==> config.mk <==
export PLATFORM = sky130hd
export DESIGN_NAME = exception_ctrl
export DESIGN_NICKNAME = d
export VERILOG_FILES = /design/src/rtl/exception_ctrl_pkg.sv /design/src/rtl/exception_ctrl_irq_sync.sv /design/src/rtl/exception_ctrl.sv
export SDC_FILE = /design/constraint.sdc
export NUM_CORES = 1
export LEC_CHECK = 0
export ABC_AREA = 1
export CAP_MARGIN = 20
export CORE_MARGIN = 4
export CORE_UTILIZATION = 40
export DETAILED_ROUTE_END_ITERATION = 10
export PLACE_DENSITY = 0.68
export SLEW_MARGIN = 20
export SYNTH_ARGS = -nofsm -noshare
export SYNTH_HDL_FRONTEND = slang
export SYNTH_HIERARCHICAL = 1
export SYNTH_SLANG_ARGS = --single-unit
==> constraint.sdc <==
create_clock -name clk -period 1.77 [get_ports clk]
set_input_delay 0.354 -clock clk [delete_from_list [all_inputs] [get_ports clk]]
set_output_delay 0.354 -clock clk [all_outputs]
set_load 0.03 [all_outputs]
==> src/rtl/exception_ctrl_pkg.sv <==
// Shared types and constants for the exception controller.
// State codes double as the MRS "state" read value.
package exc_pkg;

   typedef enum logic [1:0] {
      ST_RUN     = 2'd0,
      ST_HANDLER = 2'd1,
      ST_HALT    = 2'd2
   } state_e;

   localparam logic [3:0] ESR_NONE     = 4'd0;
   localparam logic [3:0] ESR_IRQ      = 4'd1;
   localparam logic [3:0] ESR_INVOP    = 4'd2;
   localparam logic [3:0] ESR_BAD_ERET = 4'd3;

   localparam logic [1:0] SEL_ELR   = 2'b00;
   localparam logic [1:0] SEL_ESR   = 2'b01;
   localparam logic [1:0] SEL_ERR   = 2'b10;
   localparam logic [1:0] SEL_STATE = 2'b11;

endpackage

==> src/rtl/exception_ctrl_irq_sync.sv <==
// Two-flop synchronizer for the external interrupt line.
// Synchronous active-high reset clears both stages.
module irq_sync (
   input  logic clk,
   input  logic reset,
   input  logic d_i,
   output logic q_o
);

   logic s1_q;
   logic s2_q;

   always_ff @(posedge clk) begin
      if (reset) begin
         s1_q <= 1'b0;
         s2_q <= 1'b0;
      end else begin
         s1_q <= d_i;
         s2_q <= s1_q;
      end
   end

   assign q_o = s2_q;

endmodule

==> src/rtl/exception_ctrl.sv <==
// Exception/interrupt controller: owns ELR/ESR/ERR, redirects to the
// vector on faults, misplaced ERETs and interrupts, and serves MRS reads.
module exception_ctrl
   import exc_pkg::*;
#(
   parameter int             DW         = 64,
   parameter logic [DW-1:0]  EXC_VECTOR = 64'h0000_0000_0000_00D8
) (
   input  logic          clk,
   input  logic          reset,
   input  logic [DW-1:0] pc_i,
   input  logic [3:0]    estatus_i,
   input  logic          eret_i,
   input  logic          ext_irq_i,
   input  logic [1:0]    sysreg_sel_i,
   output logic          exc_o,
   output logic [DW-1:0] exc_vector_o,
   output logic          eret_taken_o,
   output logic [DW-1:0] err_o,
   output logic          in_handler_o,
   output logic          halt_o,
   output logic          irq_ack_o,
   output logic [DW-1:0] sysreg_rdata_o
);

   state_e        state_q, state_d;
   logic [DW-1:0] elr_q, elr_d;
   logic [3:0]    esr_q, esr_d;
   logic [DW-1:0] err_q, err_d;
   logic          ack_q, ack_d;
   logic          irq_s;
   logic [DW-1:0] pc_plus4;

   irq_sync u_irq_sync (
      .clk   (clk),
      .reset (reset),
      .d_i   (ext_irq_i),
      .q_o   (irq_s)
   );

   assign pc_plus4 = pc_i + DW'(4);

   always_comb begin
      state_d      = state_q;
      elr_d        = elr_q;
      esr_d        = esr_q;
      err_d        = err_q;
      ack_d        = 1'b0;
      exc_o        = 1'b0;
      eret_taken_o = 1'b0;
      unique case (state_q)
         ST_RUN: begin
            if (estatus_i != ESR_NONE) begin
               exc_o   = 1'b1;
               elr_d   = pc_i;
               esr_d   = estatus_i;
               err_d   = pc_plus4;
               state_d = ST_HANDLER;
            end else if (eret_i) begin
               exc_o   = 1'b1;
               elr_d   = pc_i;
               esr_d   = ESR_BAD_ERET;
               err_d   = pc_plus4;
               state_d = ST_HANDLER;
            end else if (irq_s) begin
               // Suppressed instruction is re-executed on return.
               exc_o   = 1'b1;
               elr_d   = pc_i;
               esr_d   = ESR_IRQ;
               err_d   = pc_i;
               ack_d   = 1'b1;
               state_d = ST_HANDLER;
            end
         end
         ST_HANDLER: begin
            if (estatus_i != ESR_NONE) begin
               state_d = ST_HALT;
            end else if (eret_i) begin
               eret_taken_o = 1'b1;
               state_d      = ST_RUN;
            end
         end
         ST_HALT: ;
         default: state_d = ST_RUN;
      endcase
   end

   always_ff @(posedge clk) begin
      if (reset) begin
         state_q <= ST_RUN;
         elr_q   <= '0;
         esr_q   <= ESR_NONE;
         err_q   <= '0;
         ack_q   <= 1'b0;
      end else begin
         state_q <= state_d;
         elr_q   <= elr_d;
         esr_q   <= esr_d;
         err_q   <= err_d;
         ack_q   <= ack_d;
      end
   end

   always_comb begin
      sysreg_rdata_o = '0;
      unique case (sysreg_sel_i)
         SEL_ELR:   sysreg_rdata_o = elr_q;
         SEL_ESR:   sysreg_rdata_o = {{(DW-4){1'b0}}, esr_q};
         SEL_ERR:   sysreg_rdata_o = err_q;
         SEL_STATE: sysreg_rdata_o = {{(DW-2){1'b0}}, state_q};
         default:   sysreg_rdata_o = '0;
      endcase
   end

   assign exc_vector_o = EXC_VECTOR;
   assign err_o        = err_q;
   assign in_handler_o = (state_q == ST_HANDLER);
   assign halt_o       = (state_q == ST_HALT);
   assign irq_ack_o    = ack_q;

endmodule

==> impl_metrics.yaml, run 1 <==
run_status:
  status: "complete, no violations"
setup_path:
  path_cells: "buf_4 -> inv_4 -> nor2_4 -> buf_12 -> buf_6 -> buf_12 -> nand2_1 -> o21ai_0 -> buf_12"
  crit_type: "input pin to output pin"
  crit_path_start: "sysreg_sel_i[1]"
  path_depth: 9
  start_kind: "input pin"
  timing.rr.end: "err_o[32]$_SDFFE_PP0P_"
  cp_max_fo: 8
  r2r_start: "u_irq_sync/q_o$_SDFF_PP0_"
  cp_num_buf_inv: 6
  rrSetupSlack_ns: 0.10
  critPathTopFamily: "buffers and inverters"
  slowest_stage: "buf_12"
  max_stage_delay_ns: 0.17
  critPathArrivalTime_ns: 1.37
  r2r_cells: 12
  cpMostUsedCell: "buf_12"
  setup.worst_path.end_class: "output pin"
  cp-endpoint: "sysreg_rdata_o[18]"
  critPathRequiredTime_ns: 1.42
route:
  met2_wirelength_mm: 15.27
  drc_errors: 0
  routed_wl_mm: 32.12
  maxUsedRoutingLayer: "met4"
  drt-met1-wl_mm: 13.69
  num_vias: 9885
  drt_first_iter_violations: 727
  antenna_left: 0
  route.met3.wl_mm: 2.482
  drt_first_pass_iters: 5
  wire_per_inst_um: 16.23
  viasPerCell: 4.995
synth:
  synthMuxAreaShare_pct: 0
  synth_cell_types: 41
  syn_inst: 1297
  yosysTopAreaCell: "dfxtp_1"
  synth_compound_area_share_pct: 14.59
  synth_warnings: 6
  synth_top_area_share_pct: 32.43
  synth_top_family_by_area: "simple AND/OR/NAND/NOR gates"
  syn_area_sq_um: 8333
  synthAdderAreaFrac_pct: 0.1502
  seq_area_frac_synth_pct: 32.43
  avgSynthCellArea_sq_um: 6.425
  yosys_most_used_dff: "dfxtp_1"
  ys_seq_elements: 135
  synthTopCellsByArea: "dfxtp_1 (32%), nand2_1 (13%), nor2_1 (8.1%)"
  synth-xor-area-share_pct: 0.7357
  synth-edff-count: 0
  synth-simple-area-share_pct: 35.77
  async_reset_ff_share_pct: 0
placement:
  gp_congestion: 0.9767
  placed_cells: 1932
  port_buffers: 206
  hpwl_mm: 24.17
layout:
  multi_input_area_sq_um: 4877
  final_cell_mix: "nand2_1 (273), buf_4 (223), nor2_1 (155), inv_1 (145), dfxtp_1 (135)"
  fillers: 1756
  nets: 1771
  area_delta_synth_final_pct: 64.02
  fin_cells: 1979
  drive_gt1_share_pct: 27.21
  seq_area_sq_um: 2703
  antennaDiodeCount: 0
  layout_commonest_cell: "nand2_1"
timing:
  fin_crit_sh_pct: 97.60
  hold_viol_final: 0
  setup_violations: 0
  fmax_ghz: 0.5788
  period_minus_slack_ns: 1.728
  skew_ns: 0.01249
  slew_violations: 0
  tns_ns: 0
  grt_setup_unrepaired: "yes"
clock_tree:
  cts_buffer_depth: 2
  clk_pin_slew_worst_paths_ns: 0.06
  cts_max_level: 4
  root_buffer: "clkbuf_16"
  postCtsHoldBufs: 0
  numCtsBuffers: 17
  cts_tree: "yes"
  clock_latency_ns: 0.43
  clock-sinks: 135
die:
  dieArea_sq_um: 23210
  die_w_um: 152.3
  core_sq_um: 20360
  start_util_pct: 40.92
  pin_count: 271
  rows: 52
  die_y_um: 152.3
hold_path:
  hold_path.class: "input pin to register"
power_and_ir_drop:
  p_per_area_nw_per_um2: 834.1
  leakage_nw: 6.838
  ir_drop_mv: 0.6426
global_route:
  antenna_found_initial: 0
  grt_pass1_wl_mm: 49.87
  grt_overflow: 0
  grt_max_degree: 53
  grt_pass1_vias: 9353
  track_usage_pct: 26.50
flow_run:
  drv_cap: 0
[worst min-delay path, delay by kind of cell]
kind,cells,cell delay [ns]
buffers and inverters,2,0.23
AND/OR/NAND/NOR,2,0.12
[worst min path at each step]
| stage | startpoint | to | slack (ns) | cells past startpoint |
|---|---|---|---|---|
| after global placement | u_irq_sync/s1_q$_SDFF_PP0_ | u_irq_sync/q_o$_SDFF_PP0_ | 0.39 | 2 |
| final | estatus_i[0] | esr_q[0]$_SDFFE_PP0P_ | 0.31 | 4 |
| after floorplan | u_irq_sync/s1_q$_SDFF_PP0_ | u_irq_sync/q_o$_SDFF_PP0_ | 0.39 | 2 |
| after CTS | estatus_i[1] | esr_q[1]$_SDFFE_PP0P_ | 0.32 | 3 |
| after detailed placement | u_irq_sync/s1_q$_SDFF_PP0_ | u_irq_sync/q_o$_SDFF_PP0_ | 0.40 | 2 |
| after global routing | estatus_i[0] | esr_q[0]$_SDFFE_PP0P_ | 0.32 | 4 |
[through the flow]
step / hold slack [ns] / instance area (sq um) / power (W) / utilization [%] / setup WS, ns
global route: 0.3185 / 13670 / 0.01188 / 67.12 / -0.03073
CTS: 0.3205 / 13340 / 0.01134 / 65.52 / 0.0003733
global placement: 0.3945 / 12570 / 0.007544 / 61.71 / -0.5788
finish: 0.3112 / 13670 / 0.01140 / 67.12 / 0.04243
floorplan: 0.3883 / 8612 / 0.005822 / - / -0.04812
detailed placement: 0.4009 / 12570 / 0.007586 / 61.71 / -0.5766
[flip-flops by register name (all words and copies together), names as in the netlist]
| signal | flops |
|---|---|
| elr_q | 64 |
| err_o | 62 |
| esr_q | 4 |
| state_q | 2 |
| irq_ack_o | 1 |
| u_irq_sync/q_o | 1 |
| u_irq_sync/s1_q | 1 |
[routing by layer]
metal / GRT usage (%) / up-vias
li1: - / 4859
met1: 34.70 / 4574
met2: 44.58 / 408
met3: 5.794 / 44
met4: 6.550 / 0
met5: 0 / -
[logic make-up after synthesis]
family / count (synthesis)
AOI/OAI and AO/OA: 196
xor gates and xnor gates: 7
adders and majority gates: 1
buffers and inverters: 280
DFF: 135
other: 2
and+or+nand+nor: 676
[where the power goes]
part	internal, W	switching (W)
logic	0.00162	0.00228
registers	0.00343	0.000239
clock network	0.00243	0.00140
[area by class of cell]
cell class,count,area share (%)
clock buffers,20,3.341
repair buffers,440,33.09
multi-input cells,944,35.68
flip-flops and latches,135,19.77
clock inverters,12,1.272
inverters,158,4.367
well taps,270,2.472
[synthesized netlist by cell type (6+ instances only)]
| cell | instances |
|---|---|
| a21oi_1 | 39 |
| a22o_1 | 42 |
| buf_2 | 28 |
| buf_4 | 67 |
| clkbuf_1 | 24 |
| dfxtp_1 | 135 |
| inv_1 | 151 |
| inv_2 | 7 |
| nand2_1 | 287 |
| nand2_2 | 11 |
| nand3_1 | 122 |
| nand4_1 | 17 |
| nor2_1 | 180 |
| nor2_2 | 25 |
| nor2_4 | 8 |
| nor3_1 | 12 |
| o211ai_1 | 11 |
| o21ai_0 | 83 |
| xor2_1 | 6 |
[repair_timing]
| item | CTS | global route |
|---|---|---|
| buffers inserted | 7 | 5 |
| pin swaps | 11 | 22 |
| gates resized for setup | 129 | 95 |
| endpoints found under the setup margin | 170 | 64 |
| hold endpoints to repair | 0 | 0 |
| gates cloned | 2 | 2 |
No activity file was read; power rests on OpenSTA's default activity.
==> inputs of run 2 (changes only) <==
Settings changed: CTS_CLUSTER_DIAMETER set to 120.
==> results of run 2 <==
Final layout, timing and power as in run 1 (identical DEF).
